===== src/rtl/sdram_refresh_sched.sv =====
// sdram_refresh_sched
// Refresh scheduler and strobe gate in front of the 3-port SDRAM controller.
// Counts refresh debt from a free-running interval timer, issues refreshes
// opportunistically when the client channels have been quiet for three
// slots, and forces a drained batch when debt reaches URGENT_LEVEL. While a
// batch is running, new rising client strobes are held back so the
// controller never sees a channel edge competing with a refresh.
//
// Ports:
//   clk               controller state-machine clock
//   init_n            synchronous active-low reset
//   rd_in[2:0]        client read strobes {C,B,A} (level, rising edge = request)
//   wr_in[2:0]        client write strobes {C,B,A}
//   rd_out[2:0]       gated read strobes to controller oeC/oeB/oeA
//   wr_out[2:0]       gated write strobes to controller weC/weB/weA
//   refresh           refresh level to the controller (high for one slot)
//   mask              high while rising strobes are being deferred
//   debt[3:0]         refreshes owed
//   overflow          sticky: a tick arrived while debt was saturated
module sdram_refresh_sched #(
  parameter int REFI_CYCLES  = 663,
  parameter int SLOT_CYCLES  = 8,
  parameter int DEBT_MAX     = 8,
  parameter int URGENT_LEVEL = 6
) (
  input  logic       clk,
  input  logic       init_n,
  input  logic [2:0] rd_in,
  input  logic [2:0] wr_in,
  output logic [2:0] rd_out,
  output logic [2:0] wr_out,
  output logic       refresh,
  output logic       mask,
  output logic [3:0] debt,
  output logic       overflow
);

  localparam int TW       = (REFI_CYCLES > 1) ? $clog2(REFI_CYCLES) : 1;
  localparam int IDLE_MAX = 3 * SLOT_CYCLES;
  localparam int IW       = $clog2(IDLE_MAX + 1);

  typedef enum logic [1:0] {S_IDLE, S_DRAIN, S_REF} state_t;

  state_t          state, state_nx;
  logic            forced, forced_nx;
  logic [IW-1:0]   phase, phase_nx;
  logic [TW-1:0]   timer;
  logic [IW-1:0]   idle_cnt;
  logic [2:0]      strobe_q;
  logic [2:0]      rd_hold, wr_hold;
  logic [3:0]      debt_nx;
  logic            ovf_nx;
  logic            tick, done, rise;

  // ---------------------------------------------------------------- timer
  assign tick = (timer == TW'(REFI_CYCLES - 1));

  always_ff @(posedge clk) begin
    if (!init_n)   timer <= '0;
    else if (tick) timer <= '0;
    else           timer <= timer + 1'b1;
  end

  // --------------------------------------------------------- idle counter
  assign rise = |((rd_in | wr_in) & ~strobe_q);

  always_ff @(posedge clk) begin
    if (!init_n) begin
      strobe_q <= '0;
      idle_cnt <= '0;
    end else begin
      strobe_q <= rd_in | wr_in;
      if (rise)                          idle_cnt <= '0;
      else if (idle_cnt != IW'(IDLE_MAX)) idle_cnt <= idle_cnt + 1'b1;
    end
  end

  // ------------------------------------------------------------------ debt
  assign done = (state == S_REF) && (phase == IW'(SLOT_CYCLES - 1));

  always_comb begin
    debt_nx = debt;
    ovf_nx  = overflow;
    // A tick and a done in the same cycle cancel out.
    if (tick && !done) begin
      if (debt != 4'(DEBT_MAX)) debt_nx = debt + 4'd1;
    end else if (done && !tick && debt != 4'd0) begin
      debt_nx = debt - 4'd1;
    end
    if (tick && debt == 4'(DEBT_MAX)) ovf_nx = 1'b1;
  end

  // ------------------------------------------------------------------- FSM
  always_comb begin
    state_nx  = state;
    phase_nx  = phase;
    forced_nx = forced;
    case (state)
      S_IDLE: begin
        if (debt >= 4'(URGENT_LEVEL)) begin
          state_nx  = S_DRAIN;
          phase_nx  = '0;
          forced_nx = 1'b1;
        end else if (debt != 4'd0 && idle_cnt == IW'(IDLE_MAX) && !rise) begin
          state_nx  = S_REF;
          phase_nx  = '0;
          forced_nx = 1'b0;
        end
      end
      // Three slots let up to three already-pending channel accesses finish.
      S_DRAIN: begin
        if (phase == IW'(IDLE_MAX - 1)) begin
          state_nx = S_REF;
          phase_nx = '0;
        end else begin
          phase_nx = phase + 1'b1;
        end
      end
      S_REF: begin
        if (done) begin
          phase_nx = '0;
          // A forced batch keeps going back-to-back until debt is paid off.
          if (!(forced && debt_nx != 4'd0)) begin
            state_nx  = S_IDLE;
            forced_nx = 1'b0;
          end
        end else begin
          phase_nx = phase + 1'b1;
        end
      end
      default: begin
        state_nx  = S_IDLE;
        phase_nx  = '0;
        forced_nx = 1'b0;
      end
    endcase
  end

  // mask/refresh are decoded from the next state so they are registered and
  // line up exactly with the state they describe.
  always_ff @(posedge clk) begin
    if (!init_n) begin
      state    <= S_IDLE;
      phase    <= '0;
      forced   <= 1'b0;
      debt     <= 4'd0;
      overflow <= 1'b0;
      mask     <= 1'b0;
      refresh  <= 1'b0;
    end else begin
      state    <= state_nx;
      phase    <= phase_nx;
      forced   <= forced_nx;
      debt     <= debt_nx;
      overflow <= ovf_nx;
      mask     <= (state_nx != S_IDLE);
      refresh  <= (state_nx == S_REF);
    end
  end

  // ------------------------------------------------------------------ gate
  // While masked, an output can only stay high or fall; a rising input is
  // deferred until mask drops, then passes through combinationally.
  always_comb begin
    rd_out = '0;
    wr_out = '0;
    if (init_n) begin
      rd_out = mask ? (rd_hold & rd_in) : rd_in;
      wr_out = mask ? (wr_hold & wr_in) : wr_in;
    end
  end

  always_ff @(posedge clk) begin
    if (!init_n) begin
      rd_hold <= '0;
      wr_hold <= '0;
    end else begin
      rd_hold <= rd_out;
      wr_hold <= wr_out;
    end
  end

endmodule


===== config.mk =====
export PLATFORM = sky130hd
export DESIGN_NAME = sdram_refresh_sched
export DESIGN_NICKNAME = d
export VERILOG_FILES = /design/src/rtl/sdram_refresh_sched.sv
export SDC_FILE = /design/constraint.sdc
export NUM_CORES = 1
export LEC_CHECK = 0
export ABC_AREA = 1
export CAP_MARGIN = 5
export CORE_UTILIZATION = 25
export DETAILED_ROUTE_END_ITERATION = 6
export GPL_ROUTABILITY_DRIVEN = 0
export PLACE_DENSITY = 0.46
export SLEW_MARGIN = 20
export SYNTH_ARGS = -nofsm -noshare
export SYNTH_HDL_FRONTEND = slang
export SYNTH_SLANG_ARGS = --single-unit

===== constraint.sdc =====
create_clock -name clk -period 2.1 [get_ports clk]
set_clock_uncertainty 0.15 [all_clocks]
set_input_delay 0.525 -clock clk [delete_from_list [all_inputs] [get_ports clk]]
set_output_delay 0.525 -clock clk [all_outputs]
set_load 0.02 [all_outputs]

After elaboration in Yosys (flattened, before gate mapping)
Cells that the tools add are included.
Word-level totals
  output and inout bits: 13
  logic and storage cells: 80
  input bits: 8
  memory bits (writable): 0
  memories kept: 0
  bits in registers: 39
  latch bits: 0
  memory bits (read-only): 0
Operators by class
  reduce and logical (&&, ||, !) cells: 19
  muxes and demuxes: 23
  bitwise operators: 7
  shifts and indexed selects: 0
  $add $sub $neg: 5
  order comparisons: 1
  div/mod/pow operators: 0
  eq/ne operators: 13
  $mul: 0
Operators by type and width (number)
  two-way mux 5 bit: 4
  one-hot mux 5 bit (3 select lines): 1
  two-way mux 3 bit: 4
  two-way mux 4 bit: 3
  adder 10 x 1 -> 10 bit (second input constant): 1
  adder 5 x 1 -> 5 bit (second input constant): 2
  == test 10 bit (second input constant): 1
  == test 5 bit (second input constant): 2
  two-way mux 2 bit: 5
  AND 3 bit: 3
  logical AND 1 bit: 8
  nonzero test 4 bit: 2
  one-hot mux 2 bit (3 select lines): 1
  == test 5 x 3 -> 1 bit (second input constant): 1
  inequality test 5 bit (second input constant): 1
  adder 4 x 1 -> 4 bit (second input constant): 1
  == test 2 bit (second input constant): 2
  == test 4 bit (second input constant): 1
  >= comparator 4 x 3 -> 1 bit (second input constant): 1
  two-way mux 1 bit: 4
  inequality test 2 bit (second input constant): 2
  inequality test 4 bit (second input constant): 1
  AND reduction 4 bit: 1
  OR reduction 4 bit: 1
  other kinds (12): 15

Depth between registers and ports, before layout
Gate-level depths: netlist of run 1.
  depth after elaboration: 12
  depth in mapped cells: 18

Least setup slack after synthesis of run 1
No wires, ideal clock.
  path kind: reg2reg
  from: register debt[0]
  to: register phase[2]
  required time: 1.847 ns
  setup slack: 0.024 ns
  data arrival time: 1.822 ns
  library setup time: 0.103 ns
  cell stages (with the launch flop): 12
  cells stage by stage: dfxtp_1 inv_1 ha_1 nor2_1 inv_1 a21oi_1 inv_1 nor2_2 nand2_2 nand3_1 inv_1 a2111oi_2
On the way
  longest elaborated chain between the ends: 4
  elaborated cells on any way between the ends: 7
  those cells by class: order compare (1); eq/ne (1); mux (2); reduce/logical (3)
RTL lines
  start: declaration: line 34  | output logic [3:0] debt,
  start signal: assignment: line 154  | debt <= debt_nx;
  parallel branches: the longest is 4 deep, another holds >= comparator 4 x 3 -> 1 bit
  end signal: assignment: line 152  | phase <= phase_nx;
  end: declaration: line 46  | logic [IW-1:0] phase, phase_nx;
Parallel ways; which one is timed is not known.
A chain may end at the register's enable or synchronous reset.

Worst setup path in the final report of run 1
  from: register debt[0]
  to: register mask
On the way
  longest elaborated chain between the ends: 10
  elaborated cells on any way between the ends: 19
  those cells by class: add/sub (2); order compare (1); eq/ne (1); mux (8); reduce/logical (7)
RTL lines
  parallel branches: the longest is 8 deep, another holds subtractor 4 x 1 -> 4 bit
  one-hot mux 2 bit (3 select lines) *: line 98  | case (state)
  nonzero test 2 bit *: line 156  | mask <= (state_nx != S_IDLE);
  end signal: assignment: line 156
  end: declaration: line 33  | output logic mask,
Every way passes the cells marked *.

==> results of run 1 <==
## state kept, by name (all words and copies together), names as in the netlist
register	flops
timer	10
overflow	1
idle_cnt	5
strobe_q	3
mask	1
debt	4
refresh	1
forced	1
phase	5
wr_hold	3
state	2
rd_hold	3
## cell usage in the layout, fill, tap and decap left out, drive strengths merged
cell / Yosys / routed
nand2: 69 / 69
inv: 50 / 51
buf: 1 / 42
dfxtp: 39 / 39
nor2: 32 / 32
a21oi: 29 / 29
nand3: 21 / 21
a211oi: 13 / 13
ha: 12 / 12
clkdlybuf4s50: 0 / 9
nand4: 7 / 7
nor3: 7 / 7
clkbuf: 2 / 6
dlygate4sd2: 0 / 4
nor3b: 3 / 3
nor4: 3 / 3
xor2: 2 / 2
o21ai: 2 / 2
nand3b: 1 / 1
a2111oi: 1 / 1
a31oi: 1 / 1
or2: 1 / 1
clkinv: 1 / 1
dlymetal6s2s: 0 / 1
## synthesized netlist by cell type (all sizes together)
| cell type | count | area share |
|---|---|---|
| xor2 | 2 | 0.0082 |
| nor3 | 7 | 0.016 |
| clkinv | 1 | 0.0023 |
| nor3b | 3 | 0.011 |
| a211oi | 13 | 0.046 |
| buf | 1 | 0.0018 |
| nand3 | 21 | 0.064 |
| nand2 | 69 | 0.13 |
| nor2 | 32 | 0.072 |
| a2111oi | 1 | 0.0070 |
| a31oi | 1 | 0.0029 |
| or2 | 1 | 0.0029 |
| nor4 | 3 | 0.016 |
| nand3b | 1 | 0.0053 |
| clkbuf | 2 | 0.0035 |
| dfxtp | 39 | 0.36 |
| inv | 50 | 0.088 |
| nand4 | 7 | 0.020 |
| a21oi | 29 | 0.068 |
| ha | 12 | 0.070 |
| o21ai | 2 | 0.0047 |
## worst max-delay path, stage by stage, from the launching register on
cell and delay [ns]:
dfxtp_1 0.31, inv_1 0.10, ha_2 0.21, inv_1 0.06
nor2_2 0.13, nand2_2 0.13, nand3_4 0.12, nand2_2 0.06
nand2_2 0.08, nand2_2 0.07, nor2_4 0.12, nand2_2 0.05
nand2_2 0.09, nand3_2 0.07, nand2_2 0.07, nand2_2 0.06
nand2_2 0.06, nand2_1 0.04
## worst min path at each step
stage | start | cells after the start | end
floorplan | timer[0]$_SDFF_PP0_ | 1 | timer[0]$_SDFF_PP0_
global placement | rd_hold[1]$_SDFF_PN0_ | 2 | rd_hold[1]$_SDFF_PN0_
detailed placement | idle_cnt[3]$_SDFFE_PP0P_ | 2 | idle_cnt[3]$_SDFFE_PP0P_
CTS | idle_cnt[3]$_SDFFE_PP0P_ | 2 | idle_cnt[3]$_SDFFE_PP0P_
global route | idle_cnt[3]$_SDFFE_PP0P_ | 2 | idle_cnt[3]$_SDFFE_PP0P_
finish | idle_cnt[3]$_SDFFE_PP0P_ | 2 | idle_cnt[3]$_SDFFE_PP0P_
## area by class of cell
cell class                      instances  share of cell area
Tap cell                              105              0.0436
Multi-Input combinational cell        204               0.448
Clock buffer                            6              0.0274
Sequential cell                        39               0.261
Inverter                               51              0.0669
Timing Repair Buffer                   56               0.152
Clock inverter                          1             0.00166
## repair_timing
item,4_1_cts,5_1_grt
pin swaps,5,24
buffers inserted,0,5
gates resized for setup,57,43
setup endpoints to repair,16,18
## stage by stage
| step | cells | hold WS (ns) | TNS (ns) | setup slack, ns |
|---|---|---|---|---|
| global placement | 450 | 0.303 | -6.17 | -0.578 |
| CTS | 457 | 0.317 | -0.0104 | -0.00666 |
| detailed placement | 450 | 0.304 | -6.26 | -0.589 |
| finish | 462 | 0.314 | -0.0171 | -0.0171 |
| floorplan | 297 | 0.280 | 0 | 0.0245 |
| global route | 462 | 0.338 | -0.786 | -0.172 |
## cells by family (layout without fill, tap and decap cells)
kind of cell | count (synthesis) | after routing | share of synthesized area
flip-flops | 39 | 39 | 0.365
XOR/XNOR | 2 | 2 | 0.00819
AND/OR/NAND/NOR | 144 | 144 | 0.333
adder cells (fa/ha/maj) | 12 | 12 | 0.0702
AO/OA/AOI/OAI | 46 | 46 | 0.128
buffers and inverters | 54 | 114 | 0.0953
## routing by layer
metal  routed length, um  global-route usage  part of all wire  up-vias
met5                   0                   0                 0        -
met4                  72              0.0379             0.015        0
met3                  98              0.0242             0.020        6
met2                2280               0.189              0.47       20
met1                2450               0.153              0.50      942
li1                    -                   -                 -     1087
## power breakdown
part           internal (mW)  switching [mW]
logic                 0.0571          0.0634
registers              0.755         0.00774
clock network          0.258           0.253
total                   1.07           0.324
==> results.yml, run 1 <==
synthesis:
  syn_area_mm2: 0.00214
  ys_seq_elements: 39
  syn_nets: 317
  ys_warn_count: 0
  netlist-cell-type-count: 29
  synth_area_per_cell_um2: 7.20
  yosysSeqAreaShare: 0.365
  synthCells: 297
place:
  io_buffers: 20
  dpl_cell_area_mm2: 0.00269
  hpwl_um: 3660
sta:
  setup_viol: 1
  grt_setup_unrepaired: "yes"
  min_period_ns: 2.12
  fin_ws_ns: -0.0171
  slew_headroom: 0.755
  finalHoldViolations: 0
  tightestPinTransition_ns: 0.366
  fin_crit_sh: 1.01
  max_freq_mhz: 472
  slew_violations: 0
power_and_ir_drop:
  ir_worst_vdd_mv: 0.275
  p_total_mw: 1.39
  powerDensity_mw_per_mm2: 463
  p_leak_nw: 1.38
clock_tree:
  clk_pin_slew_ns: 0.08
  numCtsBuffers: 5
  cts_tree: "done"
  cts_root_buf: "clkbuf_8"
  cts_buffer_depth: 2
  clock-sinks: 39
  ctsHtreeMaxLevel: 2
  ctsHoldBuffers: 0
  clkLatencyLatePin_ns: 0.28
layout:
  area_growth_pct: 40.8
  nFillCells: 906
  n_antenna_cell: 0
  nets: 377
  layout-drive-gt1-share: 0.325
  fin_area_mm2: 0.00301
  final_core_util: 0.365
  seqCellArea_um2: 786
  multi_input_area_mm2: 0.00135
grt:
  overflow: 0
  grt_pass1_wl_um: 8260
  antenna_found_initial: 0
  grt_pass1_vias: 1851
  track_usage: 0.116
  grt_max_degree: 13
routing:
  routed_wl_um: 4890
  drc: 0
  routedWlPerCell_um: 10.6
  vias: 2055
  viasPerCell: 4.45
  dr.pass1.iters: 4
  drt_iter0_markers: 51
  drtAntennaViolNets: 0
outcome:
  failed_checks: "negative setup slack"
  status: "finished, violations left"
floorplan:
  die_h_um: 94.5
  dieArea_mm2: 0.00893
  io-pin-count: 21
  fp.dieW_um: 94.5
  core-area_mm2: 0.00826
  start_util: 0.259
  rows: 33
critical_path:
  worstReg2RegStart: "debt[0]$_SDFF_PN0_"
  critPathLaunchType: "flop"
  crit_arrival_ns: 2.14
  critPathCaptureType: "flop"
  cp.required_ns: 2.13
  critical_path.endpoint: "mask$_SDFF_PN0_"
  r2r_slack_ns: -0.02
  rr_worst_depth: 17
  r2r-end: "mask$_SDFF_PN0_"
  worstSetupPathType: "flop to flop"
  critPathMaxFanout: 4
  setup.worst_path.start: "debt[0]$_SDFF_PN0_"
worst_hold_path:
  hold_path.class: "flop to flop"
flow_run:
  drv_cap: 0
(Power assumes the default switching activity.)
==> inputs of run 2 (changes only) <==
--- a/config.mk
+++ b/config.mk
@@ -10,7 +10,7 @@
 export CORE_UTILIZATION = 25
 export DETAILED_ROUTE_END_ITERATION = 6
 export GPL_ROUTABILITY_DRIVEN = 0
-export PLACE_DENSITY = 0.46
+export PLACE_DENSITY_LB_ADDON = 0.2
 export SLEW_MARGIN = 20
 export SYNTH_ARGS = -nofsm -noshare
 export SYNTH_HDL_FRONTEND = slang
==> run 2 against run 1 <==
  * The flow now finishes without violations
  * Final cell count increased by 0.65%
  * Sequential share of layout area is 0.29 points lower
  * Fmax grew 1.0%
  * Utilization increased by 0.47 points
  * First-iteration DRC count decreased by 5.9%
  * Combinational power about the same
  * Design area is 1.3% higher
  * Sequential power hardly changed
  * Flip-flop and latch count is the same
  * Non-clock buffer count grew 3
  * Register-to-register slack improved by 0.03 ns
  * Worst setup slack better by 0.021 ns
  * Largest power group unchanged
  * Highest routed layer unchanged
==> results.yml, run 2 (synthesized netlist as in run 1, its figures left out) <==
critical_path:
  critPathLaunchType: "input port"
  r2r-end: "mask$_SDFF_PN0_"
  cp_slowest_cell: "clkdlybuf4s50_1"
  crit_buf_inv: 5
  critPathCaptureType: "flop"
  cp.required_ns: 2.14
  r2r_slack_ns: 0.01
  setup.worst_path.start: "wr_in[0]"
  critPathTopFamily: "buffers and inverters"
  worstSetupPathType: "input port to flop"
  slowest_delay_ns: 0.45
  worstReg2RegStart: "timer[0]$_SDFF_PP0_"
  crit_arrival_ns: 2.13
  rr_worst_depth: 17
  critPathMaxFanout: 5
  path_cells: "clkdlybuf4s50_1 > inv_1 > buf_4 > a21oi_1 > nor3_2 > buf_4 > nand3_4 > nand2_4 > nand3_1 > inv_2 > a2111oi_2"
  path_common_cell: "buf_4"
grt:
  grt_pass1_wl_um: 8190
  antenna_found_initial: 0
  grt_max_degree: 12
  track_usage: 0.116
  overflow: 0
  grt_pass1_vias: 1871
sta:
  slew_headroom: 0.747
  tightestPinTransition_ns: 0.377
  fin_crit_sh: 0.998
  setup_viol: 0
  min_period_ns: 2.10
  grt_setup_unrepaired: "yes"
  fin_ws_ns: 0.00407
  finalHoldViolations: 0
  max_freq_mhz: 477
  tns_ns: 0
  slew_violations: 0
floorplan:
  core-area_mm2: 0.00826
  dieArea_mm2: 0.00893
  die_h_um: 94.5
  fp.dieW_um: 94.5
  rows: 33
  start_util: 0.259
  io-pin-count: 21
clock_tree:
  clk_pin_slew_ns: 0.07
  cts_tree: "done"
  clkLatencyLatePin_ns: 0.29
  cts_root_buf: "clkbuf_8"
  ctsHtreeMaxLevel: 2
  clock-sinks: 39
  numCtsBuffers: 5
  ctsHoldBuffers: 0
  cts_buffer_depth: 2
place:
  place_ws_ns: -0.569
  io_buffers: 20
  dpl_cell_area_mm2: 0.00268
  hpwl_um: 3610
  placed_cells: 448
flow_run:
  drv_cap: 0
layout:
  final_common_cell: "nand2_1"
  regMostFlops: "timer"
  area_growth_pct: 42.6
  final_cell_count_no_fill: 465
  final_cell_mix: "nand2_1 (52), buf_4 (42), inv_1 (39)"
  fin_area_mm2: 0.00305
  n_antenna_cell: 0
  nets: 380
  layout-drive-gt1-share: 0.333
  largest_register_ffs: 10
  top_regs: "timer: 10 flops, idle_cnt: 5 flops, phase: 5 flops"
power_and_ir_drop:
  power.share.clock: 0.408
  p_sw_mw: 0.333
  seqPwrFrac: 0.510
  p_total_mw: 1.49
  swShare: 0.223
  power.internal_mw: 1.16
  p_leak_nw: 1.42
  power_frac_comb: 0.082
  ir_worst_vdd_mv: 0.246
  powerDensity_mw_per_mm2: 490
worst_hold_path:
  hold_path_depth: 2
  worstHoldStart: "idle_cnt[3]$_SDFFE_PP0P_"
  min_to: "idle_cnt[3]$_SDFFE_PP0P_"
  hold_path.class: "flop to flop"
routing:
  drtAntennaViolNets: 0
  dr.pass1.iters: 4
  drt_iter0_markers: 48
  routedWlPerCell_um: 10.8
  drc: 0
  viasPerCell: 4.44
  routed_wl_um: 5040
  vias: 2064
outcome:
  status: "finished, final reports clean"
## run 2: changes by cell type in the layout (fill, tap and decap cells not counted), moves of 3 or more
| cell | delta |
|---|---|
| dlygate4sd2_1 | -3 |
| dlymetal6s2s_1 | +3 |
| inv_1 | -3 |
| inv_2 | +3 |
## run 2: timing repair
action / CTS / global route
gates resized for setup: 48 / 51
pin swaps: 3 / 28
endpoints found under the setup margin: 16 / 18
setup buffers: 1 / 9
cloned: 0 / 0
## run 2: how the worst max path moves through the flow
stage | cells past startpoint | endpoint
floorplan | 11 | phase[2]$_SDFFE_PN0P_
global placement | 4 | rd_out[0]
detailed placement | 4 | rd_out[2]
CTS | 11 | phase[2]$_SDFFE_PN0P_
global route | 17 | refresh$_SDFF_PN0_
finish | 11 | phase[2]$_SDFFE_PN0P_
## run 2: worst min-delay path, cell delays in order, from the launching register on
cell and delay [ns]:
dfxtp_1 0.31, nand2_1 0.06, a21oi_1 0.06
## run 2: metrics by stage
stage               utilization  hold slack [ns]
floorplan                     -            0.280
global route              0.369            0.334
CTS                       0.340            0.324
finish                    0.369            0.323
detailed placement        0.324            0.311
global placement          0.324            0.306
## run 2: layer usage
| metal | routed length, um | vias up | part of all wire | global-route usage |
|---|---|---|---|---|
| li1 | - | 1092 | - | - |
| met1 | 2420 | 946 | 0.48 | 0.143 |
| met2 | 2420 | 20 | 0.48 | 0.193 |
| met3 | 117 | 6 | 0.023 | 0.0298 |
| met4 | 84 | 0 | 0.017 | 0.0455 |
| met5 | 0 | - | 0 | 0 |
## run 2: power groups by stage
| stage | registers [mW] | logic [mW] | clock network [mW] |
|---|---|---|---|
| floorplan | 0.778 | 0.0519 | 0 |
| global placement | 0.779 | 0.111 | 0 |
| detailed placement | 0.779 | 0.110 | 0 |
| CTS | 0.761 | 0.111 | 0.642 |
| global route | 0.764 | 0.135 | 0.668 |
| finish | 0.762 | 0.122 | 0.610 |
## run 2: area by class of cell
type | count | area, um^2
clock inverter | 1 | 30.0
clock buffer | 6 | 72.6
fill | 870 | 5210
inverter | 51 | 199
timing repair buffer | 59 | 494
tap | 105 | 131
sequential | 39 | 787
multi-input combinational | 204 | 1340
